`src/rtl/universal_shift_reg_if.sv`:
```
// Bus interface for universal_shift_reg.
// Carries the operation controls, the parallel and serial data, and the status outputs.
interface universal_shift_reg_if #(
  parameter int WIDTH = 8,
  parameter int AMT_W = 3
);
  logic             en;
  logic [2:0]       mode;
  logic [WIDTH-1:0] d;
  logic             sin;
  logic             start;
  logic [AMT_W-1:0] amt;
  logic [WIDTH-1:0] q;
  logic             sout;
  logic             busy;
  logic             done;

  // The driver side issues operations and observes the register.
  modport master (
    output en, mode, d, sin, start, amt,
    input  q, sout, busy, done
  );

  // The register side accepts operations and presents its state.
  modport slave (
    input  en, mode, d, sin, start, amt,
    output q, sout, busy, done
  );
endinterface

```
`src/rtl/universal_shift_reg.sv`:
```
// Universal shift register.
// Single-step operations run from IDLE when en is high. A start request with a
// shift or rotate mode runs amt steps of that mode, one step per clock.
// busy is high while those steps run; done pulses for one cycle at the end.
module universal_shift_reg #(
  parameter int WIDTH = 8,
  parameter int AMT_W = 3
) (
  input logic                  clk,
  input logic                  reset,
  universal_shift_reg_if.slave bus
);

  localparam logic [2:0] M_HOLD  = 3'd0;
  localparam logic [2:0] M_LOAD  = 3'd1;
  localparam logic [2:0] M_SHL   = 3'd2;
  localparam logic [2:0] M_SHR   = 3'd3;
  localparam logic [2:0] M_ROTL  = 3'd4;
  localparam logic [2:0] M_ROTR  = 3'd5;
  localparam logic [2:0] M_ASR   = 3'd6;
  localparam logic [2:0] M_CLEAR = 3'd7;

  typedef enum logic [1:0] {IDLE, RUN, DONE} state_e;

  state_e           state_q, state_d;
  logic [WIDTH-1:0] q_q, q_d;
  logic             sout_q, sout_d;
  logic             busy_q, busy_d;
  logic             done_q, done_d;
  logic [AMT_W-1:0] cnt_q, cnt_d;
  logic [2:0]       mode_l_q, mode_l_d;
  logic             sin_l_q, sin_l_d;

  // Returns {sout, q} after one shift/rotate step. Modes that shift nothing
  // out leave both the value and the previous sout untouched.
  function automatic logic [WIDTH:0] step_fn(
    input logic [2:0]       m,
    input logic [WIDTH-1:0] v,
    input logic             s_in,
    input logic             s_old
  );
    case (m)
      M_SHL:   step_fn = {v[WIDTH-1], v[WIDTH-2:0], s_in};
      M_SHR:   step_fn = {v[0], s_in, v[WIDTH-1:1]};
      M_ROTL:  step_fn = {v[WIDTH-1], v[WIDTH-2:0], v[WIDTH-1]};
      M_ROTR:  step_fn = {v[0], v[0], v[WIDTH-1:1]};
      M_ASR:   step_fn = {v[0], v[WIDTH-1], v[WIDTH-1:1]};
      default: step_fn = {s_old, v};
    endcase
  endfunction

  function automatic logic is_shift(input logic [2:0] m);
    is_shift = (m >= M_SHL) && (m <= M_ASR);
  endfunction

  // Next-state logic: FSM transitions, register update and step counting.
  always_comb begin
    // NOTE: every signal gets a default first so that no path leaves one unassigned, which would infer a latch.
    state_d  = state_q;
    q_d      = q_q;
    sout_d   = sout_q;
    cnt_d    = cnt_q;
    mode_l_d = mode_l_q;
    sin_l_d  = sin_l_q;
    case (state_q)
      IDLE: begin
        if (bus.start && is_shift(bus.mode)) begin
          mode_l_d = bus.mode;
          sin_l_d  = bus.sin;
          cnt_d    = bus.amt;
          state_d  = (bus.amt == '0) ? DONE : RUN;
        end else if (bus.en) begin
          case (bus.mode)
            M_HOLD:  q_d = q_q;
            M_LOAD:  q_d = bus.d;
            M_CLEAR: q_d = '0;
            default: {sout_d, q_d} = step_fn(bus.mode, q_q, bus.sin, sout_q);
          endcase
        end
      end
      RUN: begin
        {sout_d, q_d} = step_fn(mode_l_q, q_q, sin_l_q, sout_q);
        cnt_d         = cnt_q - AMT_W'(1);
        if (cnt_q == AMT_W'(1)) state_d = DONE;
      end
      DONE:    state_d = IDLE;
      default: state_d = IDLE;
    endcase
    busy_d = (state_d == RUN);
    done_d = (state_d == DONE);
  end

  // State and output registers with synchronous reset.
  always_ff @(posedge clk) begin
    // NOTE: sequential state uses non-blocking assignments so every flop samples pre-edge values.
    if (reset) begin
      state_q  <= IDLE;
      q_q      <= '0;
      sout_q   <= 1'b0;
      busy_q   <= 1'b0;
      done_q   <= 1'b0;
      cnt_q    <= '0;
      mode_l_q <= M_HOLD;
      sin_l_q  <= 1'b0;
    end else begin
      state_q  <= state_d;
      q_q      <= q_d;
      sout_q   <= sout_d;
      busy_q   <= busy_d;
      done_q   <= done_d;
      cnt_q    <= cnt_d;
      mode_l_q <= mode_l_d;
      sin_l_q  <= sin_l_d;
    end
  end

  assign bus.q    = q_q;
  assign bus.sout = sout_q;
  assign bus.busy = busy_q;
  assign bus.done = done_q;

endmodule

```
`src/flat_wrapper.sv`:
```
// flat-port wrapper written by rule: the top's interface ports become plain ports
module universal_shift_reg_flat 
#(
  parameter int WIDTH = 8,
  parameter int AMT_W = 3
)
  (clk, reset, bus_en, bus_mode, bus_d, bus_sin, bus_start, bus_amt, bus_q, bus_sout, bus_busy, bus_done);
  universal_shift_reg_if #(.WIDTH(WIDTH), .AMT_W(AMT_W)) bus_i ();
  input logic clk;
  input logic reset;
  input wire logic [$bits(bus_i.en)-1:0] bus_en;
  input wire logic [$bits(bus_i.mode)-1:0] bus_mode;
  input wire logic [$bits(bus_i.d)-1:0] bus_d;
  input wire logic [$bits(bus_i.sin)-1:0] bus_sin;
  input wire logic [$bits(bus_i.start)-1:0] bus_start;
  input wire logic [$bits(bus_i.amt)-1:0] bus_amt;
  output wire logic [$bits(bus_i.q)-1:0] bus_q;
  output wire logic [$bits(bus_i.sout)-1:0] bus_sout;
  output wire logic [$bits(bus_i.busy)-1:0] bus_busy;
  output wire logic [$bits(bus_i.done)-1:0] bus_done;
  assign bus_i.en = bus_en;
  assign bus_i.mode = bus_mode;
  assign bus_i.d = bus_d;
  assign bus_i.sin = bus_sin;
  assign bus_i.start = bus_start;
  assign bus_i.amt = bus_amt;
  assign bus_q = bus_i.q;
  assign bus_sout = bus_i.sout;
  assign bus_busy = bus_i.busy;
  assign bus_done = bus_i.done;
  universal_shift_reg #(.WIDTH(WIDTH), .AMT_W(AMT_W)) u_core (.clk(clk), .reset(reset), .bus(bus_i));
endmodule
```
`config.mk`:
```
export PLATFORM = sky130hd
export DESIGN_NAME = universal_shift_reg_flat
export DESIGN_NICKNAME = d
export VERILOG_FILES = /design/src/rtl/universal_shift_reg_if.sv /design/src/rtl/universal_shift_reg.sv /design/src/flat_wrapper.sv
export SDC_FILE = /design/constraint.sdc
export NUM_CORES = 1
export LEC_CHECK = 0
export CAP_MARGIN = 30
export CELL_PAD_IN_SITES_DETAIL_PLACEMENT = 1
export CELL_PAD_IN_SITES_GLOBAL_PLACEMENT = 1
export CORE_MARGIN = 2
export CORE_UTILIZATION = 36
export CTS_BUF_LIST = sky130_fd_sc_hd__clkbuf_16
export CTS_CLUSTER_SIZE = 24
export DETAILED_ROUTE_END_ITERATION = 8
export GPL_TIMING_DRIVEN = 0
export HOLD_SLACK_MARGIN = 0.03
export PLACE_DENSITY_LB_ADDON = 0.3
export SETUP_SLACK_MARGIN = 0.02
export SYNTH_ARGS = -nofsm -noshare
export SYNTH_HDL_FRONTEND = slang
export SYNTH_SLANG_ARGS = --single-unit
```
`constraint.sdc`:
```
create_clock -name clk -period 1.8 [get_ports clk]
set_input_delay 0.27 -clock clk [delete_from_list [all_inputs] [get_ports clk]]
set_output_delay 0.27 -clock clk [all_outputs]
set_load 0.005 [all_outputs]
```
==> run summary <==
Critical Path End Type - register
Max frequency - 561 MHz
GRT Total Usage - 0.232
Buffers on Ports - 29
CP top delay family - compound AO/OA/AOI/OAI gates
Number of global-route vias before repair - 2183
CP cell instances - buf_6 > or2_4 > a211o_1 > a211o_1 > buf_6 > nand2b_4 > o21ai_2
Die width - 77.4 um
Max FO, Critical Path - 6
Post-synthesis async set-or-reset flop share - 0
Most common cell in the netlist - a21oi_1
Syn Area/Cell - 7.55 um2
Antenna Nets Post-Route - 0
Post-synth top area share - 0.206
Core area - 5140 um2
Slowest stage delay, CP - 0.33 ns
CTS sink cnt - 20
Die height - 77.4 um
Clock buffer depth - 2
Syn Inst Count - 257
DR DRC count - 0
Area Growth Syn to Fin - 34.1%
Crit Path Class - reg -> reg
Placed Cells - 356
Clk slew on worst S/H paths - 0.06 ns
Synth cell types - 54
Initial antenna violation count - 0
Via/cell ratio - 5.96
Starting Density - 0.377
Ranking of synthesized cells by area - dfxtp_1 21%, a21oi_1 8.5%, mux2i_1 5.2%
Flop2flop setup slack - 0.02 ns
Most frequent cells after synthesis - 33 x a21oi_1, 20 x dfxtp_1, 16 x nor2_1
WP buf/inv - 2
Status - finished clean
Worst setup SP type - register
CTS Buf Count - 3
Worst skew pair latency - 0.26 ns
Setup TNS - 0 ns
Slew Limit Fails - 0
Data required time of the worst path - 1.99 ns
Number of DRC markers in iteration 0 - 87
Worst rel slew slack - 0.671
DRT Wirelength - 6790 um
Ys flop type - dfxtp_1
DR vias - 2198
H-tree level count - 1
Most area-hungry cell type in the Yosys netlist - dfxtp_1
Worst-Margin Slew - 0.493 ns
Power, Total - 1.76 mW
Sequential-to-total area share from yosys stat - 0.206
Die area - 5990 um2
Post-Place Cell Area - 2350 um2
Total area of sequential cells - 403 um2
Drt first pass iters - 4
Post-route clock period utilization - 0.990
Crit path DAT - 1.97 ns
Routability cong. - 0.897
Root Driver - clkbuf_16
Hold_buf cts - 0
Area of the multi-input gates - 1410 um2
Fin crit period - 1.78 ns
Critical path's slowest cell - a211o_1
Finished Layout Cells - 369
Share of cells above drive strength 1 - 0.244
Yosys warning count - 0
Mapped Area - 1940 um2
Number of synthesized flops with an enable pin - 0
Min-delay worst type - reg -> reg
Syn Nets - 282
Leak - 0.979 nW
Fillers - 646
WL/cell - 18.4 um
Grt total ovfl - 0
Max-cap violations - 0
Final net count - 325
Io pins - 30
RSZ-0062 raised after global routing - yes
CTS tree - yes
First-pass GRT wire length - 11200 um
Largest net degree at the start of global routing - 13
Post-DP HPWL - 4820 um
Peak VDD IR - 427 uV
Fin Clk Skew - 0.00233 ns
Cell Rows - 26
Final instance area - 2600 um2
Flops & latches, synth - 20
Final setup vio count - 0
Final Hold Vio Count - 0
Pwr/cell area - 677 nW/um2
Number of diodes - 0
-- placed cells by master (no fill, tap or decap), types with 6 or more instances in the layout --
cell type | Yosys | layout
dfxtp_1 | 20 | 18
nand2b_1 | 10 | 9
inv_1 | 14 | 12
nand3_1 | 9 | 8
mux2_2 | 7 | 7
nand2_1 | 10 | 9
a21oi_1 | 33 | 33
buf_4 | 3 | 13
o22ai_1 | 7 | 7
o21ai_0 | 9 | 8
o21ai_2 | 6 | 6
o221ai_1 | 7 | 7
clkdlybuf4s50_1 | 0 | 26
mux2i_1 | 10 | 10
clkbuf_2 | 0 | 7
nor2_1 | 16 | 16
a22oi_1 | 6 | 6
buf_6 | 3 | 7
-- metrics by stage --
stage	hold slack, ns	util	worst slack [ns]
floorplan	0.342	-	0.0263
global placement	0.506	0.456	-0.660
detailed placement	0.513	0.456	-0.701
CTS	0.520	0.496	-0.000199
global route	0.548	0.506	-0.0471
finish	0.511	0.506	0.0176
-- sequential cells by signal, summed over array words and instances (netlist names) --
name	cells
u_core.bus.done	1
u_core.sin_l_q	1
u_core.bus.q	8
u_core.state_q	2
u_core.mode_l_q	3
u_core.bus.sout	1
u_core.cnt_q	3
u_core.bus.busy	1
-- final timing paths --
check / start / endpoint / cells after the start
min reg2reg: u_core.bus.sout / u_core.bus.sout / 2
min: u_core.bus.sout / u_core.bus.sout / 2
max reg2reg: u_core.state_q[0] / u_core.bus.q[3] / 7
max: u_core.state_q[0] / u_core.bus.q[3] / 7
-- report_power, final --
group	leakage [nW]	switching, mW	internal (mW)
clock network	0.0511	0.177	0.442
logic	0.764	0.342	0.294
registers	0.164	0.0270	0.479
total	0.979	0.546	1.21
-- final cells by class --
| cell class | count | area share |
|---|---|---|
| clock inverter | 1 | 0.0115 |
| sequential | 20 | 0.155 |
| timing repair buffer | 38 | 0.134 |
| tap | 70 | 0.0337 |
| multi-input combinational | 196 | 0.543 |
| buffer | 26 | 0.0698 |
| inverter | 15 | 0.0245 |
| clock buffer | 3 | 0.0289 |
-- cells by family (layout without fill, tap and decap cells) --
kind of cell               Yosys count  in the layout  synth area share
xor gates and xnor gates             2              2           0.00903
buffers and inverters               41             83             0.102
and+or+nand+nor                     65             65             0.177
adders and majority gates            7              7            0.0439
DFF                                 20             20             0.206
muxes                               17             17            0.0923
AOI/OAI and AO/OA                  105            105             0.370
-- worst reg2reg max path, stage by stage, from the launching register on --
cell and delay (ns):
dfxtp_2 0.31, buf_6 0.11, or2_4 0.24, a211o_1 0.24, a211o_1 0.33, buf_6 0.14, nand2b_4 0.18, o21ai_2 0.16
-- per-layer routing --
metal	vias up	part of all wire	GRT usage
met2	49	0.48	0.390
li1	1050	-	-
met1	1092	0.47	0.318
met4	0	0.012	0.0661
met3	7	0.039	0.0174
met5	-	0	0
-- repair_timing --
item / in CTS / in global routing
gates resized for setup: 31 / 13
endpoints found under the setup margin: 18 / 10
pin swaps: 10 / 4
cloned: 1 / 0
buffers inserted: 5 / 4
No activity file was read; power rests on OpenSTA's default activity.
